===== config.mk =====
export PLATFORM = sky130hd
export DESIGN_NAME = ether_rx_ctrl
export DESIGN_NICKNAME = d
export VERILOG_FILES = /design/src/rtl/ether_pkg.sv /design/src/rtl/ether_rx_ctrl.sv
export SDC_FILE = /design/constraint.sdc
export NUM_CORES = 1
export LEC_CHECK = 0
export ABC_AREA = 1
export BUFFER_PORTS_ARGS = -buffer_cell sky130_fd_sc_hd__buf_2
export CORE_AREA = 2 2 57 59
export DETAILED_ROUTE_END_ITERATION = 6
export DIE_AREA = 0 0 59 61
export PLACE_DENSITY = 0.75
export SLEW_MARGIN = 20
export SYNTH_ARGS = -nofsm -noshare
export SYNTH_HDL_FRONTEND = slang
export SYNTH_SLANG_ARGS = --single-unit

===== constraint.sdc =====
create_clock -name clk -period 1.5 [get_ports clk]
set_input_delay 0.375 -clock clk [delete_from_list [all_inputs] [get_ports clk]]
set_output_delay 0.375 -clock clk [all_outputs]
set_load 0.01 [all_outputs]

===== src/rtl/ether_pkg.sv =====
// ============================================================================
// ether_pkg : shared types and constants for the RMII receive controller
// Rev 1.0
// ============================================================================
`default_nettype none

package ether_pkg;

    typedef enum logic [1:0] {
        ST_IDLE     = 2'd0,
        ST_PREAMBLE = 2'd1,
        ST_DATA     = 2'd2,
        ST_DROP     = 2'd3
    } state_e;

    localparam logic [1:0] PREAMBLE_DIBIT    = 2'b01;
    localparam logic [1:0] SFD_DIBIT         = 2'b11;
    localparam int         DEFAULT_MAX_BYTES = 1518;
    localparam int         BYTE_COUNT_W      = 11;

endpackage

`default_nettype wire


===== src/rtl/ether_rx_ctrl.sv =====
// ============================================================================
// ether_rx_ctrl : RMII preamble/SFD detector and payload dibit forwarder
// Rev 1.0
// ============================================================================
`default_nettype none

module ether_rx_ctrl
    import ether_pkg::*;
#(
    parameter int PREAMBLE_MIN = 8,
    parameter int MAX_BYTES    = DEFAULT_MAX_BYTES
) (
    input  logic                    clk,
    input  logic                    rst,
    input  logic                    crsdv,
    input  logic [1:0]              rxd,
    output logic                    axiov,
    output logic [1:0]              axiod,
    output logic [BYTE_COUNT_W-1:0] byte_count,
    output logic                    frame_done,
    output logic                    frame_err
);

    localparam int                      PCNT_W   = $clog2(PREAMBLE_MIN + 2);
    localparam logic [PCNT_W-1:0]       PCNT_MIN = PCNT_W'(PREAMBLE_MIN);
    localparam logic [BYTE_COUNT_W-1:0] BCNT_MAX = BYTE_COUNT_W'(MAX_BYTES);

    state_e                  state_q, state_d;
    logic [PCNT_W-1:0]       pcnt_q, pcnt_d;
    logic [1:0]              dcnt_q, dcnt_d;
    logic [BYTE_COUNT_W-1:0] bcnt_q, bcnt_d;
    logic                    axiov_q, axiov_d;
    logic [1:0]              axiod_q, axiod_d;
    logic                    done_q, done_d;
    logic                    err_q, err_d;

    always_comb begin
        state_d = state_q;
        pcnt_d  = pcnt_q;
        dcnt_d  = dcnt_q;
        bcnt_d  = bcnt_q;
        axiov_d = 1'b0;
        axiod_d = 2'b00;
        done_d  = 1'b0;
        err_d   = 1'b0;
        case (state_q)
            ST_IDLE: begin
                if (crsdv && rxd == PREAMBLE_DIBIT) begin
                    state_d = ST_PREAMBLE;
                    pcnt_d  = PCNT_W'(1);
                end
            end
            ST_PREAMBLE: begin
                if (!crsdv) begin
                    state_d = ST_IDLE;
                    pcnt_d  = '0;
                end else if (rxd == PREAMBLE_DIBIT) begin
                    if (pcnt_q < PCNT_MIN) begin
                        pcnt_d = pcnt_q + PCNT_W'(1);
                    end
                end else if (rxd == SFD_DIBIT && pcnt_q >= PCNT_MIN) begin
                    state_d = ST_DATA;
                    pcnt_d  = '0;
                    dcnt_d  = 2'd0;
                    bcnt_d  = '0;
                end else begin
                    state_d = ST_DROP;
                    pcnt_d  = '0;
                end
            end
            ST_DATA: begin
                if (!crsdv) begin
                    // Carrier loss ends the frame; partial byte or empty payload is malformed.
                    state_d = ST_IDLE;
                    done_d  = 1'b1;
                    err_d   = (dcnt_q != 2'd0) || (bcnt_q == '0);
                end else if (bcnt_q == BCNT_MAX && dcnt_q == 2'd0) begin
                    state_d = ST_DROP;
                    err_d   = 1'b1;
                end else begin
                    axiov_d = 1'b1;
                    axiod_d = rxd;
                    dcnt_d  = dcnt_q + 2'd1;
                    if (dcnt_q == 2'd3) begin
                        bcnt_d = bcnt_q + BYTE_COUNT_W'(1);
                    end
                end
            end
            ST_DROP: begin
                if (!crsdv) begin
                    state_d = ST_IDLE;
                end
            end
            default: begin
                state_d = ST_DROP;
            end
        endcase
    end

    // Reset lands in DROP so a frame already in flight at release is discarded.
    always_ff @(posedge clk or posedge rst) begin
        if (rst) begin
            state_q <= ST_DROP;
            pcnt_q  <= '0;
            dcnt_q  <= 2'd0;
            bcnt_q  <= '0;
            axiov_q <= 1'b0;
            axiod_q <= 2'b00;
            done_q  <= 1'b0;
            err_q   <= 1'b0;
        end else begin
            state_q <= state_d;
            pcnt_q  <= pcnt_d;
            dcnt_q  <= dcnt_d;
            bcnt_q  <= bcnt_d;
            axiov_q <= axiov_d;
            axiod_q <= axiod_d;
            done_q  <= done_d;
            err_q   <= err_d;
        end
    end

    assign axiov      = axiov_q;
    assign axiod      = axiod_q;
    assign byte_count = bcnt_q;
    assign frame_done = done_q;
    assign frame_err  = err_q;

endmodule

`default_nettype wire


==> flow_summary.toml <==
[synthesis]
ys_seq_area_frac = 0.416
synth_area_leaders = "dfrtp_1, nand2_1, inv_1, ha_1, o21ai_0"
synthFlopType = "dfrtp_1"
synth_warnings = 0
syn_avg_cell_area_um2 = 7.44
synth_area_mm2 = 0.00145
synthCells = 195
ys_seq_elements = 24
yosysTopAreaCellShare = 0.379
synth_edf_count = 0
synth_top_area_cell = "dfrtp_1"
synthArstFlopShare = 1.00
syn_nets = 207
synthDistinctLibCells = 27

[final_layout]
fillCellCount = 255
final_common_cell = "nand2_1"
finish.cell_count_without_fillers = 273
drive_gt1_frac = 0.329
diodes = 0
layout_common_cells = "nand2_1, inv_1, dfrtp_1, buf_4, buf_2"
final_cell_area_mm2 = 0.00187
final_util = 0.635
areaGrowthSynthToFinish_pct = 29.1
final_nets = 253

[min_path]
hold_path.class = "input pin to async pin"

[grt]
gr-total-overflow = 0
grt_max_degree = 25
antenna_found_initial = 0
grt_pass1_vias = 1298
gr-usage-all-layers = 0.191
grt_pass1_wl_um = 5330

[timing]
rsz0062_at_grt = "yes"
period_minus_slack_ns = 1.52
period_share = 1.02
fin_ws_ns = -0.0246
report.final.slew_viol_count = 0
fin_tns_setup_ns = -0.0311
finClkSkew_ns = 0.0123
fmax_mhz = 656
setup_violations = 3
hold_viol = 0
max_slew_margin = 0.790
tightest_slew_ns = 0.315
timing.hold.ws_ns = 0.0637

[placed_design]
gp_congestion = 0.873
port_buffers = 20
dp_hpwl_um = 2300
dp_worst_setup_slack_ns = 0.00203
post_dp_cell_area_mm2 = 0.00172
dpl.cell_count = 263

[critical_path]
crit_fanout = 9
path_class = "flop to flop"
crit_chain = "inv_2 -> ha_2 -> nand2_2 -> nor2_4 -> nand3_2 -> nand4_1 -> buf_6 -> o21ai_1"
critPathBufInv = 2
critPathCaptureType = "flop"
cpPeakStageDelay_ns = 0.45
timing.critical_path.slowest_stage_cell = "dfrtp_1"
crit_path_start_kind = "flop"
arrival_ns = 1.74
path_delay_family = "simple AND/OR/NAND/NOR gates"
worst_ep_required_time_ns = 1.71

[clocking]
root_buffer = "clkbuf_4"
clock_latency_ns = 0.32
htreeDepth = 1
clk_pin_slew_ns = 0.14
cts_sinks = 24
cts-buffers-inserted = 3
cts_tree = "yes"
cts_max_path_buffers = 2

[flow_run]
maxCapViolCount = 0

[floorplanning]
die-area_mm2 = 0.00360
core_mm2 = 0.00295
fp-row-count = 20
die_x_um = 59
initial_core_util = 0.492
die_height_um = 61
ios = 21

[routing]
wl_per_cell_um = 12.2
drtIter0Drc = 59
ant_nets = 0
drc = 0
drt_wl_total_um = 3320
dr_total_vias = 1427
routed_via_density = 5.23
drt_pass1_iterations = 4

[status]
status = "finished with violations"
failed_checks = "setup timing"

[power]
total_power_mw = 2.00
pwr_density_cell_mw_per_mm2 = 1070
irDropWorstVdd_mv = 0.767
p_leak_nw = 0.911
tightest hold or removal path: stages:
cell and delay [ns]:
buf_2 0.09, inv_1 0.04, buf_4 0.30
layout make-up:
class / count / area, um^2 / area share
timing repair buffer: 44 / 297 / 0.158
multi-input combinational: 137 / 781 / 0.417
tap: 33 / 41.3 / 0.0220
clock buffer: 4 / 36.3 / 0.0194
sequential: 24 / 603 / 0.322
inverter: 31 / 116 / 0.0621
power breakdown:
part / switching (mW) / internal (mW)
Combinational: 0.493 / 0.351
Sequential: 0.0627 / 0.743
Clock: 0.204 / 0.148
Total: 0.760 / 1.24
cells by family (layout without fill, tap and decap cells):
family,count (synthesis),in the layout,synth area share
AND/OR/NAND/NOR,99,100,0.306
buffers and inverters,35,79,0.100
AO/OA/AOI/OAI,26,26,0.0940
flip-flops,24,24,0.416
adder cells (fa/ha/maj),7,7,0.0603
XOR/XNOR,4,4,0.0241
final timing paths:
kind,from,endpoint,slack [ns],cells after the start
setup / recovery,byte_count[0]$_DFFE_PP0P_,byte_count[8]$_DFFE_PP0P_,-0.02,8
min in group clk,rxd[1],axiod[1]$_DFF_PP0_,0.27,3
max in group asynchronous,rst,state_q[0]$_DFFE_PP1P_,1.13,3
hold reg to reg,dcnt_q[1]$_DFFE_PP0P_,dcnt_q[1]$_DFFE_PP0P_,0.53,2
hold / removal,rst,byte_count[4]$_DFFE_PP0P_,0.06,3
setup reg to reg,byte_count[0]$_DFFE_PP0P_,byte_count[8]$_DFFE_PP0P_,-0.02,8
synthesized netlist by cell type (3+ instances only):
| master | number |
|---|---|
| nor2_1 | 22 |
| nand3_1 | 9 |
| inv_1 | 28 |
| nand4_1 | 9 |
| nand2_1 | 48 |
| o21ai_0 | 17 |
| inv_2 | 3 |
| ha_1 | 7 |
| a21oi_1 | 4 |
| xor2_1 | 3 |
| dfrtp_1 | 22 |
flip-flops by register name, indices dropped and copies added (netlist names):
register    flops
axiod           2
axiov           1
byte_count     11
dcnt_q          2
frame_done      1
frame_err       1
pcnt_q          4
state_q         2
layer usage:
metal,part of all wire,GRT usage,vias up
met1,0.43,0.231,663
li1,-,-,710
met5,0,0,-
met2,0.51,0.343,52
met3,0.057,0.0320,2
met4,0.0051,0.0649,0
what timing repair did:
action                                  in CTS  in global routing
pin swaps                                    0                  7
endpoints found under the setup margin       7                 23
hold buffers                                 0                  0
setup buffers                                1                  4
cloned                                       0                  1
hold endpoints to repair                     0                  0
gates resized for setup                      1                 29
Note: power is estimated with default switching activity, not from simulation.
